`src/rtl/gated_clk_cell.sv`:
```
// Clock gate: enable sampled in the low phase so clk_out never glitches; zero latency.
// No backpressure; scan enable forces the clock on.
module gated_clk_cell (
    input  logic clk_in,
    input  logic global_en,
    input  logic module_en,
    input  logic local_en,
    input  logic external_en,
    input  logic pad_yy_icg_scan_en,
    output logic clk_out
);

    logic clk_en_bf_latch;
    logic clk_en_q;

    assign clk_en_bf_latch = (global_en & (module_en | local_en)) | external_en;

    // Low-phase capture behaves as the transparent-low latch of a real ICG.
    always_ff @(negedge clk_in) begin
        clk_en_q <= clk_en_bf_latch | pad_yy_icg_scan_en;
    end

    assign clk_out = clk_in & clk_en_q;

endmodule

```
`src/rtl/ct_idu_is_mat_cfg_issue.sv`:
```
// pipe8 matrix-cfg in-order issue queue + RF stage; a ready create reaches RF 2 cycles later.
// No downstream backpressure; dispatch must not create while cfg_iq_full.
module ct_idu_is_mat_cfg_issue #(
    parameter int DEPTH    = 4,
    parameter int PTR_W    = 2,
    parameter int WAKE_NUM = 3
) (
    input  logic                  forever_cpuclk,
    input  logic                  cpurst_b,
    input  logic                  cp0_mat_icg_en,
    input  logic                  cp0_yy_clk_en,
    input  logic                  pad_yy_icg_scan_en,
    input  logic                  rtu_yy_xx_flush,
    input  logic                  dis_cfg_create_vld,
    input  logic [6:0]            dis_cfg_create_iid,
    input  logic [3:0]            dis_cfg_create_meta,
    input  logic                  dis_cfg_create_dst_vld,
    input  logic [6:0]            dis_cfg_create_dst_preg,
    input  logic                  dis_cfg_create_src0_vld,
    input  logic [6:0]            dis_cfg_create_src0_preg,
    input  logic                  dis_cfg_create_src0_rdy,
    input  logic [WAKE_NUM-1:0]   x_wb_wakeup_vld,
    input  logic [7*WAKE_NUM-1:0] x_wb_wakeup_preg,
    input  logic [63:0]           pregfile_cfg_src0_data,
    output logic [6:0]            idu_rf_cfg_src0_preg,
    output logic                  cfg_iq_full,
    output logic                  cfg_iq_empty,
    output logic                  idu_mat_rf_cfg_sel,
    output logic                  idu_mat_rf_cfg_gateclk_sel,
    output logic [6:0]            idu_mat_rf_pipe8_iid,
    output logic [3:0]            idu_mat_rf_pipe8_cfg_meta,
    output logic                  idu_mat_rf_pipe8_cfg_dst_vld,
    output logic [6:0]            idu_mat_rf_pipe8_cfg_dst_preg,
    output logic [63:0]           idu_mat_rf_pipe8_cfg_src0
);

    localparam int CNT_W = PTR_W + 1;

    typedef struct packed {
        logic [6:0] iid;
        logic [3:0] meta;
        logic       dst_vld;
        logic [6:0] dst_preg;
        logic       src0_vld;
        logic [6:0] src0_preg;
    } cfg_ent_t;

    function automatic logic wake_hit(
        input logic [6:0]            preg,
        input logic [WAKE_NUM-1:0]   vld,
        input logic [7*WAKE_NUM-1:0] pregs
    );
        logic hit;
        hit = 1'b0;
        for (int i = 0; i < WAKE_NUM; i++) begin
            if (vld[i] && (pregs[7*i +: 7] == preg)) begin
                hit = 1'b1;
            end
        end
        return hit;
    endfunction

    logic [DEPTH-1:0] ent_vld;
    logic [DEPTH-1:0] ent_rdy;
    logic [DEPTH-1:0] ent_wake;
    cfg_ent_t         ent_dat [DEPTH];
    logic [PTR_W-1:0] wr_ptr;
    logic [PTR_W-1:0] rd_ptr;
    logic [CNT_W-1:0] cnt;
    logic             rf_vld;
    cfg_ent_t         rf_ent;

    logic             create_en;
    logic             create_rdy;
    cfg_ent_t         create_ent;
    logic             issue;
    logic             ctrl_clk_en;
    logic             ctrl_clk;
    logic             rf_clk;

    assign cfg_iq_full  = (cnt == CNT_W'(DEPTH));
    assign cfg_iq_empty = (cnt == '0);

    assign create_en  = dis_cfg_create_vld & ~cfg_iq_full & ~rtu_yy_xx_flush;
    assign create_rdy = ~dis_cfg_create_src0_vld | dis_cfg_create_src0_rdy
                      | wake_hit(dis_cfg_create_src0_preg, x_wb_wakeup_vld, x_wb_wakeup_preg);

    always_comb begin
        create_ent           = '0;
        create_ent.iid       = dis_cfg_create_iid;
        create_ent.meta      = dis_cfg_create_meta;
        create_ent.dst_vld   = dis_cfg_create_dst_vld;
        create_ent.dst_preg  = dis_cfg_create_dst_preg;
        create_ent.src0_vld  = dis_cfg_create_src0_vld;
        create_ent.src0_preg = dis_cfg_create_src0_preg;
    end

    assign issue = ent_vld[rd_ptr] & ent_rdy[rd_ptr] & ~rtu_yy_xx_flush;

    // Payload storage: each entry only clocks on its own create.
    for (genvar g = 0; g < DEPTH; g++) begin : g_ent
        logic     ent_wen;
        logic     ent_clk;
        cfg_ent_t ent_q;

        assign ent_wen = create_en & (wr_ptr == PTR_W'(g));

        gated_clk_cell x_ent_gclk (
            .clk_in             (forever_cpuclk),
            .global_en          (cp0_yy_clk_en),
            .module_en          (cp0_mat_icg_en),
            .local_en           (ent_wen),
            .external_en        (1'b0),
            .pad_yy_icg_scan_en (pad_yy_icg_scan_en),
            .clk_out            (ent_clk)
        );

        always_ff @(posedge ent_clk or negedge cpurst_b) begin
            if (!cpurst_b) begin
                ent_q <= '0;
            end else if (ent_wen) begin
                ent_q <= create_ent;
            end
        end

        assign ent_dat[g]  = ent_q;
        assign ent_wake[g] = wake_hit(ent_q.src0_preg, x_wb_wakeup_vld, x_wb_wakeup_preg);
    end

    assign ctrl_clk_en = dis_cfg_create_vld | (cnt != '0) | rf_vld;

    gated_clk_cell x_ctrl_gclk (
        .clk_in             (forever_cpuclk),
        .global_en          (cp0_yy_clk_en),
        .module_en          (cp0_mat_icg_en),
        .local_en           (ctrl_clk_en),
        .external_en        (1'b0),
        .pad_yy_icg_scan_en (pad_yy_icg_scan_en),
        .clk_out            (ctrl_clk)
    );

    always_ff @(posedge ctrl_clk or negedge cpurst_b) begin
        if (!cpurst_b) begin
            ent_vld <= '0;
            ent_rdy <= '0;
            wr_ptr  <= '0;
            rd_ptr  <= '0;
            cnt     <= '0;
            rf_vld  <= 1'b0;
        end else if (rtu_yy_xx_flush) begin
            ent_vld <= '0;
            ent_rdy <= '0;
            wr_ptr  <= '0;
            rd_ptr  <= '0;
            cnt     <= '0;
            rf_vld  <= 1'b0;
        end else begin
            // Create and pop never target the same slot: create is blocked when full.
            for (int i = 0; i < DEPTH; i++) begin
                if (create_en && (wr_ptr == PTR_W'(i))) begin
                    ent_vld[i] <= 1'b1;
                    ent_rdy[i] <= create_rdy;
                end else if (issue && (rd_ptr == PTR_W'(i))) begin
                    ent_vld[i] <= 1'b0;
                    ent_rdy[i] <= 1'b0;
                end else if (ent_vld[i] && !ent_rdy[i] && ent_wake[i]) begin
                    ent_rdy[i] <= 1'b1;
                end
            end
            if (create_en) begin
                wr_ptr <= wr_ptr + PTR_W'(1);
            end
            if (issue) begin
                rd_ptr <= rd_ptr + PTR_W'(1);
            end
            if (create_en && !issue) begin
                cnt <= cnt + CNT_W'(1);
            end else if (!create_en && issue) begin
                cnt <= cnt - CNT_W'(1);
            end
            rf_vld <= issue;
        end
    end

    gated_clk_cell x_rf_gclk (
        .clk_in             (forever_cpuclk),
        .global_en          (cp0_yy_clk_en),
        .module_en          (cp0_mat_icg_en),
        .local_en           (issue),
        .external_en        (1'b0),
        .pad_yy_icg_scan_en (pad_yy_icg_scan_en),
        .clk_out            (rf_clk)
    );

    always_ff @(posedge rf_clk or negedge cpurst_b) begin
        if (!cpurst_b) begin
            rf_ent <= '0;
        end else if (issue) begin
            rf_ent <= ent_dat[rd_ptr];
        end
    end

    assign idu_mat_rf_cfg_gateclk_sel    = rf_vld;
    assign idu_mat_rf_cfg_sel            = rf_vld & ~rtu_yy_xx_flush;
    assign idu_mat_rf_pipe8_iid          = rf_ent.iid;
    assign idu_mat_rf_pipe8_cfg_meta     = rf_ent.meta;
    assign idu_mat_rf_pipe8_cfg_dst_vld  = rf_ent.dst_vld;
    assign idu_mat_rf_pipe8_cfg_dst_preg = rf_ent.dst_preg;
    assign idu_rf_cfg_src0_preg          = rf_ent.src0_preg;
    assign idu_mat_rf_pipe8_cfg_src0     = rf_ent.src0_vld ? pregfile_cfg_src0_data : 64'b0;

endmodule

```
`config.mk`:
```
export PLATFORM = sky130hd
export DESIGN_NAME = ct_idu_is_mat_cfg_issue
export DESIGN_NICKNAME = d
export VERILOG_FILES = /design/src/rtl/gated_clk_cell.sv /design/src/rtl/ct_idu_is_mat_cfg_issue.sv
export SDC_FILE = /design/constraint.sdc
export NUM_CORES = 1
export LEC_CHECK = 0
export BUFFER_PORTS_ARGS = -buffer_cell sky130_fd_sc_hd__buf_4
export CAP_MARGIN = 20
export CORE_MARGIN = 5
export CORE_UTILIZATION = 35
export DETAILED_ROUTE_END_ITERATION = 7
export GPL_TIMING_DRIVEN = 0
export HOLD_SLACK_MARGIN = 0.12
export SLEW_MARGIN = 20
export SYNTH_ARGS = -nofsm -noshare
export SYNTH_HDL_FRONTEND = slang
export SYNTH_SLANG_ARGS = --single-unit
```
`constraint.sdc`:
```
create_clock -name forever_cpuclk -period 4.25 [get_ports forever_cpuclk]
set_input_delay 1.0625 -clock forever_cpuclk [delete_from_list [all_inputs] [get_ports forever_cpuclk]]
set_output_delay 1.0625 -clock forever_cpuclk [all_outputs]
set_load 0.1 [all_outputs]
```
# Word level (Yosys, flattened, before mapping)

Index checks and enable logic that the tools add are counted.

Flip-flop bits (word level): 157
Output and inout port bits: 94

Add/sub/neg operators: 4
$lt $le $gt $ge: 2
Equal/unequal tests: 22
Multiplexer cells: 53
Bitwise gates (word level): 41
Reduce and logical (&&, ||, !) cells: 54

Operator list:

| kind                                                            | number |
|---|---|
| 7-bit == test                                                   | 15 |
| 64-bit two-way mux                                              | 1 |
| 27-bit binary-select mux with 2-bit select                      | 1 |
| 27-bit two-way mux                                              | 2 |
| 1-bit two-way mux                                               | 38 |
| 1-bit logical AND                                               | 33 |
| 1-bit AND                                                       | 21 |
| 3-bit nonzero test                                              | 6 |
| 1-bit bitwise OR                                                | 16 |
| 4-bit nonzero test                                              | 4 |
| 3-bit two-way mux                                               | 3 |
| 2-bit == test, second input constant                            | 4 |
| 2-bit two-way mux                                               | 4 |
| 4-bit two-way mux                                               | 2 |
| 1-bit logical NOT                                               | 6 |
| 2-bit by 1-bit adder with 2-bit output, second input constant   | 2 |
| 1-bit binary-select mux with 2-bit select                       | 2 |
| 2-bit by 1-bit == test with 1-bit output, second input constant | 2 |
| 2-bit logical NOT                                               | 2 |
| 2-bit nonzero test                                              | 2 |
| 3-bit by 1-bit adder with 3-bit output, second input constant   | 1 |
| 3-bit == test, second input constant                            | 1 |
| 3-bit >= comparator, second input constant                      | 1 |
| 3-bit logical NOT                                               | 1 |
| 4 further kinds                                                 | 6 |

# Longest topological paths before layout

Word-level depth: 10
Mapped depth: 8
Gate-level depth less buffers: 7

# Cells and area by module

From an unflattened synthesis, not the netlist that was laid out.

Cells, all modules: 742
Area, all modules: 8912.3 um^2

Modules (own cells, without submodules):

| module                  | times used | cells each | area each (um^2) | sequential area each (um^2) |
|---|---|---|---|---|
| ct_idu_is_mat_cfg_issue | 1          | 706        | 8657.1           | 3778.6 |
| gated_clk_cell          | 6          | 6          | 42.5             | 20.0 |

==> impl_metrics.env <==
export IMPL_synthTopCellsByArea="dfrtp_1 (43%), mux2_2 (16%), xnor2_1 (8.4%), mux4_2 (7.7%), and2_1 (5.2%)"
export IMPL_num_nets_final=1074
export IMPL_finalWeightedCongestion=0.947
export IMPL_grtUsageTotal=0.184
export IMPL_clkPwrFrac=0.253
export IMPL_place_ws_ns=-0.253
export IMPL_drv_cap=0
export IMPL_via_per_inst=4.96
export IMPL_synthTopCellsByCount="dfrtp_1 (151), mux2_2 (126), xnor2_1 (84), and2_1 (73), clkbuf_1 (39)"
export IMPL_rows=58
export IMPL_peakVddDrop_v=0.000228
export IMPL_grt_pass1_vias=6846
export IMPL_busiest_layer="met2"
export IMPL_synth_seq_cells=157
export IMPL_wl_mm=26.6
export IMPL_synth_warning_count=0
export IMPL_p_comb_frac=0.444
export IMPL_grt_overflow_total=0
export IMPL_vias=6334
export IMPL_worstPathCellList="nor3b_4, nor2b_1, buf_4, nand3b_1, buf_2, nand2b_1, a21o_1"
export IMPL_rsz0062_at_grt="false"
export IMPL_grtUsageMet2=0.334
export IMPL_synth_edf_count=0
export IMPL_synth_most_common_cell="dfrtp_1"
export IMPL_die_w_um=168
export IMPL_max_slew_margin=0.472
export IMPL_synth_nets=852
export IMPL_r2r_end="g_ent[1].x_ent_gclk.clk_en_q$_DFF_N_"
export IMPL_ys_flop_type="dfrtp_1"
export IMPL_rr_startpoint="cnt[1]$_DFFE_PN0P_"
export IMPL_drc=0
export IMPL_cp_max_fo=10
export IMPL_cp_start_kind="flop"
export IMPL_grt_pass1_wl_mm=40.0
export IMPL_min_path_type="in2async"
export IMPL_syn_cell_area_um2=8780
export IMPL_drv_slew=0
export IMPL_endpoint_kind="flop"
export IMPL_pwr_share_seq=0.303
export IMPL_synthCells=720
export IMPL_worst_clock_skew_ns=0.0589
export IMPL_finalSetupViolCount=0
export IMPL_fin_area_um2=11400
export IMPL_hold_buffers=0
export IMPL_critical_path_max_stage_delay_ns=0.44
export IMPL_syn_avg_cell_area_um2=12.2
export IMPL_timing_worst_setup_path_type="reg2reg"
export IMPL_outcome="completed"
export IMPL_final_util=0.456
export IMPL_placed_area_um2=10700
export IMPL_met1_usage=0.212
export IMPL_crit_slowest_cell="dfrtp_1"
export IMPL_yosys_area_top_type="dfrtp_1"
export IMPL_p_switching_uw=2520
export IMPL_area_growth_pct=29.7
export IMPL_core_area_um2=25000
export IMPL_antenna_found_initial=3
export IMPL_wl_per_cell_um=20.9
export IMPL_hold_viol_final=0
export IMPL_nFillCells=2329
export IMPL_use_met3=0.0430
export IMPL_cp_arrival_ns=2.39
export IMPL_swShare=0.432
export IMPL_drtIter0Drc=261
export IMPL_cts_tree="built"
export IMPL_async_reset_ff_frac=0.962
export IMPL_io_buffers=187
export IMPL_clk_pin_slew_ns=0.09
export IMPL_cts_setup_buffers=0
export IMPL_io_pins=217
export IMPL_hpwl_mm=20.4
export IMPL_worst_r2r_cell_count=7
export IMPL_cp_required_ns=2.73
export IMPL_die_height_um=168
export IMPL_p_leak_uw=0.00516
export IMPL_die_area_um2=28400
export IMPL_setup_ws_ns=0.341
export IMPL_start_util=0.352
export IMPL_ys_seq_area_frac=0.444
export IMPL_ant_nets=0
export IMPL_r2r_setup_slack_ns=0.34
export IMPL_drt_pass1_iter_count=4
export IMPL_tightestPinTransition_ns=0.786
export IMPL_cellPowerDensity_nw_per_um2=513
export IMPL_synth_distinct_cells=38
export IMPL_cts_resized=0
export IMPL_power_internal_uw=3320
export IMPL_drive_gt1_frac=0.448
export IMPL_grt_start_max_net_pins=98
export IMPL_clkLatencyLatePin_ns=0.72
export IMPL_synth_top_cell_area_share=0.430
==> cell usage in the layout, fill, tap and decap left out, drive strengths merged <==
cell type	count
buf	234
dfrtp	151
mux2	135
xnor2	84
and2	74
clkbuf	69
mux4	30
xor2	24
nand4	22
nor2	20
inv	16
nand2	9
o21ai	9
ha	8
nand2b	6
dfxtp	6
nor3	6
a21o	5
nand3b	4
a221o	4
nor4	4
a41o	4
o32ai	4
o22ai	4
nor2b	3
a21oi	3
diode	2
clkinv	2
nor3b	2
a211oi	1
and3	1
fa	1
clkinvlp	1
==> cell families (layout without fill, tap and decap cells) <==
| logic type | Yosys count | after routing | synth area share |
|---|---|---|---|
| adder cells (fa/ha/maj) | 9 | 9 | 0.0137 |
| AO/OA/AOI/OAI | 34 | 34 | 0.0279 |
| flip-flops | 157 | 157 | 0.444 |
| other | 0 | 2 | 0 |
| AND/OR/NAND/NOR | 151 | 151 | 0.101 |
| XOR/XNOR | 108 | 108 | 0.108 |
| multiplexers | 165 | 165 | 0.250 |
| buffers and inverters | 96 | 322 | 0.0563 |
==> critical path: cells and delay by family, from the launching register on <==
family | cells | cell delay (ns)
compound gates | 1 | 0.18
simple gates | 4 | 0.64
buf+inv | 2 | 0.48
flops | 1 | 0.44
==> sequential cells by signal, indices dropped and copies added, names as in the netlist <==
signal	cells
cnt	3
ent_dat	108
ent_rdy	4
ent_vld	4
g_ent.x_ent_gclk.clk_en_q	4
idu_mat_rf_cfg_gateclk_sel	1
idu_mat_rf_pipe8_cfg_dst_preg	7
idu_mat_rf_pipe8_cfg_dst_vld	1
idu_mat_rf_pipe8_cfg_meta	4
idu_mat_rf_pipe8_iid	7
idu_rf_cfg_src0_preg	7
rd_ptr	2
rf_ent	1
wr_ptr	2
x_ctrl_gclk.clk_en_q	1
x_rf_gclk.clk_en_q	1
==> power groups by stage <==
stage | clock (uW) | combinational (uW) | sequential [uW]
after floorplan | 175 | 2090 | 1670
after global placement | 175 | 2580 | 1770
after detailed placement | 175 | 2610 | 1780
after CTS | 1520 | 2620 | 1760
after global routing | 1560 | 2740 | 1820
final | 1480 | 2590 | 1770
==> how the worst max path moves through the flow <==
stage / startpoint / endpoint / slack, ns
floorplan: cnt[1]$_DFFE_PN0P_ / g_ent[1].x_ent_gclk.clk_en_q$_DFF_N_ / -0.18
global placement: dis_cfg_create_vld / g_ent[1].x_ent_gclk.clk_en_q$_DFF_N_ / -0.26
detailed placement: dis_cfg_create_vld / g_ent[1].x_ent_gclk.clk_en_q$_DFF_N_ / -0.25
CTS: cnt[1]$_DFFE_PN0P_ / g_ent[1].x_ent_gclk.clk_en_q$_DFF_N_ / 0.30
global route: cnt[0]$_DFFE_PN0P_ / g_ent[1].x_ent_gclk.clk_en_q$_DFF_N_ / 0.17
finish: cnt[1]$_DFFE_PN0P_ / g_ent[1].x_ent_gclk.clk_en_q$_DFF_N_ / 0.34
==> per-stage QoR <==
step / hold WS, ns / std cells / power (uW) / TNS (ns)
after floorplan: 0.268 / 720 / 3930 / -0.385
after global placement: 0.268 / 1237 / 4530 / -0.532
after detailed placement: 0.269 / 1238 / 4570 / -0.487
after CTS: 0.272 / 1276 / 5900 / 0
after global routing: 0.258 / 1278 / 6130 / 0
final: 0.250 / 1278 / 5840 / 0
==> layer usage <==
layer,part of all wire,wire length (um),vias up
met3,0.066,1760,40
met1,0.39,10500,3169
met2,0.52,13800,235
met4,0.023,622,2
met5,0.00041,11,-
li1,-,-,2888
==> cell type report <==
type                       count  area, um^2  area share
clock inverter                 9        40.0     0.00351
tap                          330         413      0.0362
sequential                   157        3900       0.342
inverter                      10        37.5     0.00329
multi-input combinational    467        4400       0.386
buffer                        85         470      0.0413
clock buffer                  30         687      0.0603
antenna                        2        5.00    0.000439
timing repair buffer         188        1440       0.126
Power figures use the tool's default switching activity.
